<file path="src/rtl/control_unit.sv">
// control_unit -- multi-cycle sequencer for a tiny 8-bit accumulator machine.
//
// Each instruction is two bytes: an opcode byte (IR, opcode = IR[7:4], the low
// nibble is handed straight to the external ALU as alu_op) followed by an
// argument byte (ARG). The sequence is FETCH_OP -> FETCH_ARG -> DECODE -> EXEC,
// with an extra MEM_RD cycle for loads, and a terminal HALT state.
//
// Ports:
//   clk, rst            clock, synchronous active-high reset
//   mem_addr/mem_rd     memory address and read strobe (data returns next cycle)
//   mem_rdata           read data from memory
//   mem_wr/mem_wdata    write strobe and write data (always ACC)
//   alu_op              ALU operation (IR[3:0])
//   operand_a/operand_b ALU operands (ACC / ARG)
//   alu_result, zero_flag, carry_flag, overflow_flag  combinational ALU outputs
//   pc, acc, flags      architectural state, flags = {V,C,Z}
//   halted              high only while in HALT
module control_unit (
  input  logic       clk,
  input  logic       rst,
  output logic [7:0] mem_addr,
  output logic       mem_rd,
  input  logic [7:0] mem_rdata,
  output logic       mem_wr,
  output logic [7:0] mem_wdata,
  output logic [3:0] alu_op,
  output logic [7:0] operand_a,
  output logic [7:0] operand_b,
  input  logic [7:0] alu_result,
  input  logic       zero_flag,
  input  logic       carry_flag,
  input  logic       overflow_flag,
  output logic [7:0] pc,
  output logic [7:0] acc,
  output logic [2:0] flags,
  output logic       halted
);

  typedef enum logic [2:0] {
    FETCH_OP  = 3'd0,
    FETCH_ARG = 3'd1,
    DECODE    = 3'd2,
    EXEC      = 3'd3,
    MEM_RD    = 3'd4,
    HALT      = 3'd5
  } state_t;

  localparam logic [3:0] OP_CMP = 4'h8;
  localparam logic [3:0] OP_LDI = 4'h9;
  localparam logic [3:0] OP_LD  = 4'hA;
  localparam logic [3:0] OP_ST  = 4'hB;
  localparam logic [3:0] OP_JMP = 4'hC;
  localparam logic [3:0] OP_JZ  = 4'hD;
  localparam logic [3:0] OP_JC  = 4'hE;
  localparam logic [3:0] OP_HLT = 4'hF;

  state_t     state;
  logic [7:0] ir;
  logic [7:0] arg;
  logic [3:0] opcode;

  assign opcode    = ir[7:4];
  assign alu_op    = ir[3:0];
  assign operand_a = acc;
  assign operand_b = arg;
  assign mem_wdata = acc;
  assign halted    = (state == HALT);

  // Memory strobes decode from the registered state. rst gates them
  // combinationally so an aborted ST can never reach memory.
  always_comb begin
    mem_addr = pc;
    mem_rd   = 1'b0;
    mem_wr   = 1'b0;
    if (!rst) begin
      case (state)
        FETCH_OP, FETCH_ARG: mem_rd = 1'b1;
        EXEC: begin
          if (opcode == OP_LD) begin
            mem_addr = arg;
            mem_rd   = 1'b1;
          end else if (opcode == OP_ST) begin
            mem_addr = arg;
            mem_wr   = 1'b1;
          end
        end
        default: ;
      endcase
    end
  end

  always_ff @(posedge clk) begin
    if (rst) begin
      state <= FETCH_OP;
      pc    <= 8'h00;
      acc   <= 8'h00;
      ir    <= 8'h00;
      arg   <= 8'h00;
      flags <= 3'b000;
    end else begin
      case (state)
        FETCH_OP: begin
          pc    <= pc + 8'd1;
          state <= FETCH_ARG;
        end
        // Opcode byte requested in FETCH_OP arrives now; PC wraps naturally
        // so an opcode at 0xFF takes its argument from 0x00.
        FETCH_ARG: begin
          ir    <= mem_rdata;
          pc    <= pc + 8'd1;
          state <= DECODE;
        end
        DECODE: begin
          arg   <= mem_rdata;
          state <= EXEC;
        end
        EXEC: begin
          state <= FETCH_OP;
          case (opcode)
            OP_CMP: flags <= {overflow_flag, carry_flag, zero_flag};
            OP_LDI: acc <= arg;
            OP_LD:  state <= MEM_RD;
            OP_ST:  ;
            OP_JMP: pc <= arg;
            OP_JZ:  if (flags[0]) pc <= arg;
            OP_JC:  if (flags[1]) pc <= arg;
            OP_HLT: state <= HALT;
            // 0x0-0x7: arithmetic/logic through the external ALU
            default: begin
              acc   <= alu_result;
              flags <= {overflow_flag, carry_flag, zero_flag};
            end
          endcase
        end
        MEM_RD: begin
          acc   <= mem_rdata;
          state <= FETCH_OP;
        end
        HALT:    state <= HALT;
        default: state <= FETCH_OP;
      endcase
    end
  end

endmodule

</file>
<file path="config.mk">
export PLATFORM = sky130hd
export DESIGN_NAME = control_unit
export DESIGN_NICKNAME = d
export VERILOG_FILES = /design/src/rtl/control_unit.sv
export SDC_FILE = /design/constraint.sdc
export NUM_CORES = 1
export LEC_CHECK = 0
export CORE_UTILIZATION = 45
export DETAILED_ROUTE_END_ITERATION = 7
export MAX_ROUTING_LAYER = met4
export PLACE_DENSITY = 0.8
export SYNTH_ARGS = -nofsm -noshare
export SYNTH_HDL_FRONTEND = slang
export SYNTH_SLANG_ARGS = --single-unit
</file>
<file path="constraint.sdc">
create_clock -name clk -period 1.9 [get_ports clk]
set_input_delay 0.19 -clock clk [delete_from_list [all_inputs] [get_ports clk]]
set_output_delay 0.19 -clock clk [all_outputs]
set_load 0.05 [all_outputs]
</file>
# Word level (Yosys, flattened, before mapping)
# Cells that the tools add are included.
# classes
addsub	1
n_eq_ne	17
muxes	19
bitwise	1
n_reduce_logical	9
# op_table
cell	count
$mux 8	6
$pmux 8 s2	3
$eq 4x4->1 const B	8
$pmux 8 s3	1
$pmux 3 s5	1
$reduce_or 7->1	2
$add 8x1->8 const B	1
$eq 3x2->1 const B	2
$eq 3x3->1 const B	2
$mux 1	6
$ne 3x3->1 const B	2
$pmux 3 s2	1
$ne 4x2->1 const B	1
$reduce_and 2->1	2
$reduce_and 4->1	1
$reduce_bool 2->1	2
$eq 3x1->1 const B	1
$logic_not 3->1	1
$ne 2x2->1 const B	1
$pmux 1 s2	1
$reduce_or 2->1	1
$not 1->1	1
# totals
register_bits	38
out_inout_bits	58

# Logic depth before layout (Yosys ltp)
# depth
ltp_word	5
depth_mapped	7
mapped_depth_nobuf	5

# Least setup slack after synthesis
# No wires, ideal clock.
# synth_timing
path_type	register to output
from	reg state[2]
to	out mem_addr[0]
arrival_time_ps	1954
t_required_ps	1710
path_slack_ps	-244
path_stages_with_launch	6
path_buffers	2
cell_sequence	dfxtp_1 buf_2 nand3b_4 nor4_4 buf_4 o21ai_0
# synth_between
elab_chain_len	3
# synth_rtl
element	line_no	source
from (decl)	57	state_t state;
from (signal assigned)	94	state <= FETCH_OP;
from (signal assigned)	104	state <= FETCH_ARG;
from (signal assigned)	111	state <= DECODE;
$eq 3x2->1	76	case (state)
$mux 8	76	
$mux 8	75	if (!rst) begin
to (decl)	21	output logic [7:0] mem_addr,
# No other way between the ends.

# Worst setup path after layout
# layout_timing
from	reg ir[6]
to	out mem_rd
# layout_between
elab_chain_len	4
# layout_rtl
element	line_no	source
from (decl)	58	logic [7:0] ir;
from (signal assigned)	109	ir <= mem_rdata;
$eq 4x4->1	79	if (opcode == OP_LD) begin
$mux 1	79	
$pmux 1 s2	76	
$mux 1	75	
to (decl)	22	output logic mem_rd,
# No other way between the ends.

==> results.yml <==
outcome:
  outcome: "finished clean"
pwr:
  p_per_area_nw_per_um2: 753.1
  power_switching_share: 0.3104
  power.leakage_nw: 1.269
  p_sw_uw: 759.0
  p_int_mw: 1.686
  sequentialPowerShare: 0.367
  finalPower_mw: 2.445
  p_comb_frac: 0.283
  vdd_ir_drop_max_mv: 0.3953
  p_clk_frac: 0.351
sta:
  drv_slew: 0
  period_share: 0.9776
  rsz0062_at_grt: "yes"
  clock_skew_ns: 0.009471
  timing.hold.ws_ns: 0.4653
  setup_viol: 0
  worst_pin_slew_ns: 0.9138
  finalHoldViolations: 0
  fmax_mhz: 538.4
  maxSlewHeadroom: 0.3861
  setup_tns_ns: 0
  period_needed_ns: 1.857
drt:
  antenna_left: 0
  vias: 2082
  first_iter_violations: 148
  drc: 0
  drt_first_pass_iters: 4
  wire_per_inst_um: 16.77
  wirelength_mm: 6.121
  viasPerCell: 5.704
logic_synthesis:
  ys_seq_area_frac: 0.3482
  syn-num-nets: 263
  yosys_warnings: 0
  synth_edf_count: 0
  synthFlopType: "dfxtp_1"
  async_flop_share: 0
  syn_area_um2: 2185
  syn_area_per_cell_um2: 9.065
  synth_cell_types: 50
  synth_cells: 241
  ys_ff_latch: 38
cts:
  cts_root_buf: "clkbuf_8"
  htree_levels: 2
  path_clk_slew_ns: 0.08
  cts_tree: "built"
  postCtsHoldBufs: 0
  cts_buffer_depth: 2
  clk_latency_ns: 0.29
  cts.sinks: 38
  cts_buffers: 5
setup_path:
  path_class: "register to output pin"
  required_ns: 1.71
  start_kind: "register"
  endpoint_kind: "output pin"
  critical_path_peak_fanout: 5
  arrival_ns: 1.67
run:
  max-cap-violations: 0
placement:
  io_buffers: 78
  placed_cell_area_um2: 2965
  dp_hpwl_mm: 4.215
  place_inst: 353
  place_congestion: 0.9145
grt:
  track_usage: 0.2443
  antenna_found_initial: 0
  grt_pass1_wl_mm: 9.411
  grt_pass1_vias: 1841
  grt-ovfl-total: 0
  grt_max_degree: 33
floorplanning:
  dieArea_um2: 5137
  dieWidth_um: 71.68
  dieHeight_um: 71.68
  core_um2: 4504
  pin_count: 79
  num_rows: 24
  start_util: 0.4850
cells_and_area:
  finalInstanceArea_um2: 3247
  nets: 334
  fill_cells: 348
  diodes: 0
  fin_cells: 365
  drive_gt1_frac: 0.2204
  area_delta_synth_final_pct: 48.63
hold_path:
  hp-class: "primary input to register"
[metrics by stage]
step / setup slack (ns) / util
6_report: 0.04262 / 0.7208
5_1_grt: -0.004089 / 0.7208
4_1_cts: -0.02257 / 0.7147
3_5_place_dp: 0.003529 / 0.6583
3_3_place_gp: 0.01194 / 0.6583
2_1_floorplan: -0.2437 / -
[cells in the mapped netlist, drive strengths merged (3+ instances only)]
cell type | count | area [µm²]
dfxtp | 38 | 760.7
nor2 | 31 | 118.9
buf | 29 | 220.2
mux2i | 24 | 240.2
nand2 | 18 | 67.56
o21ai | 11 | 55.05
a21oi | 9 | 45.04
a221o | 9 | 91.34
nor3 | 8 | 56.31
inv | 7 | 26.28
clkbuf | 6 | 23.77
nand3 | 6 | 30.03
a221oi | 5 | 61.31
mux2 | 5 | 56.30
and2 | 3 | 20.02
nand2b | 3 | 18.77
[layout make-up]
type                       instances  area (µm²)  share of cell area
multi-input combinational        161        1202              0.3703
timing repair buffer              99        1040              0.3202
sequential                        38       770.7              0.2374
clock buffer                       6       82.58             0.02543
tap                               52       65.06             0.02004
clock inverter                     2       60.06             0.01850
inverter                           7       26.28            0.008092
[worst max-delay path, stage by stage (launching register included)]
cell and delay (ns):
dfxtp_2 0.36, buf_4 0.17, or4_4 0.53, a21oi_4 0.17
buf_12 0.15
[cells by family after synthesis]
group | synth area share
DFF | 0.3482
muxes | 0.1357
AOI/OAI and AO/OA | 0.1718
buffers and inverters | 0.1237
and+or+nand+nor | 0.2068
adders and majority gates | 0.005726
xor gates and xnor gates | 0.008020
[what timing repair did]
| item | 4_1_cts | 5_1_grt |
|---|---|---|
| setup endpoints to repair | 7 | 10 |
| resized for setup | 25 | 8 |
| endpoints found under the hold margin | 0 | 0 |
| cloned | 1 | 0 |
| pin swaps | 2 | 2 |
| setup buffers | 4 | 1 |
[registers in the layout, summed over array words and instances, names as in the netlist]
register   count
flags          3
state          3
acc            8
ir             8
pc             8
operand_b      8
[per-layer routing]
metal / vias to the layer above / global-route usage / wire, µm
li1: 994 / - / -
met1: 966 / 0.3395 / 2878
met2: 117 / 0.3658 / 2760
met3: 5 / 0.04501 / 438
met4: 0 / 0.06318 / 44
met5: - / - / 0
[layout by cell type (no fill, tap or decap), drive strengths merged, types with 2 or more instances in the layout]
cell type / netlist / layout
clkdlybuf4s50: 0 / 67
dfxtp: 38 / 38
nor2: 31 / 31
buf: 29 / 31
mux2i: 24 / 24
nand2: 18 / 18
o21ai: 11 / 11
a21oi: 9 / 9
a221o: 9 / 9
nor3: 8 / 8
inv: 7 / 7
nand3: 6 / 6
clkbuf: 6 / 6
mux2: 5 / 5
a221oi: 5 / 5
nand2b: 3 / 3
and2: 3 / 3
o32ai: 2 / 2
o22ai: 2 / 2
a22oi: 2 / 2
o221ai: 2 / 2
bufinv: 0 / 2
nand3b: 2 / 2
[worst paths after layout]
check        endpoint  cells after the start  slack [ns]        from
min reg2reg  flags[2]                      2        0.47    flags[2]
min          flags[1]                      3        0.47  carry_flag
max reg2reg    acc[2]                      4        0.13    state[1]
max            mem_rd                      4        0.04       ir[6]
[power groups by stage]
stage	clock network (mW)	registers (mW)	logic [mW]
after floorplan	0	1.00	0.339
after global placement	0	0.911	0.643
after detailed placement	0	0.912	0.650
after CTS	0.865	0.893	0.683
after global routing	0.895	0.903	0.724
final	0.858	0.896	0.692
No activity file was read; power rests on OpenSTA's default activity.
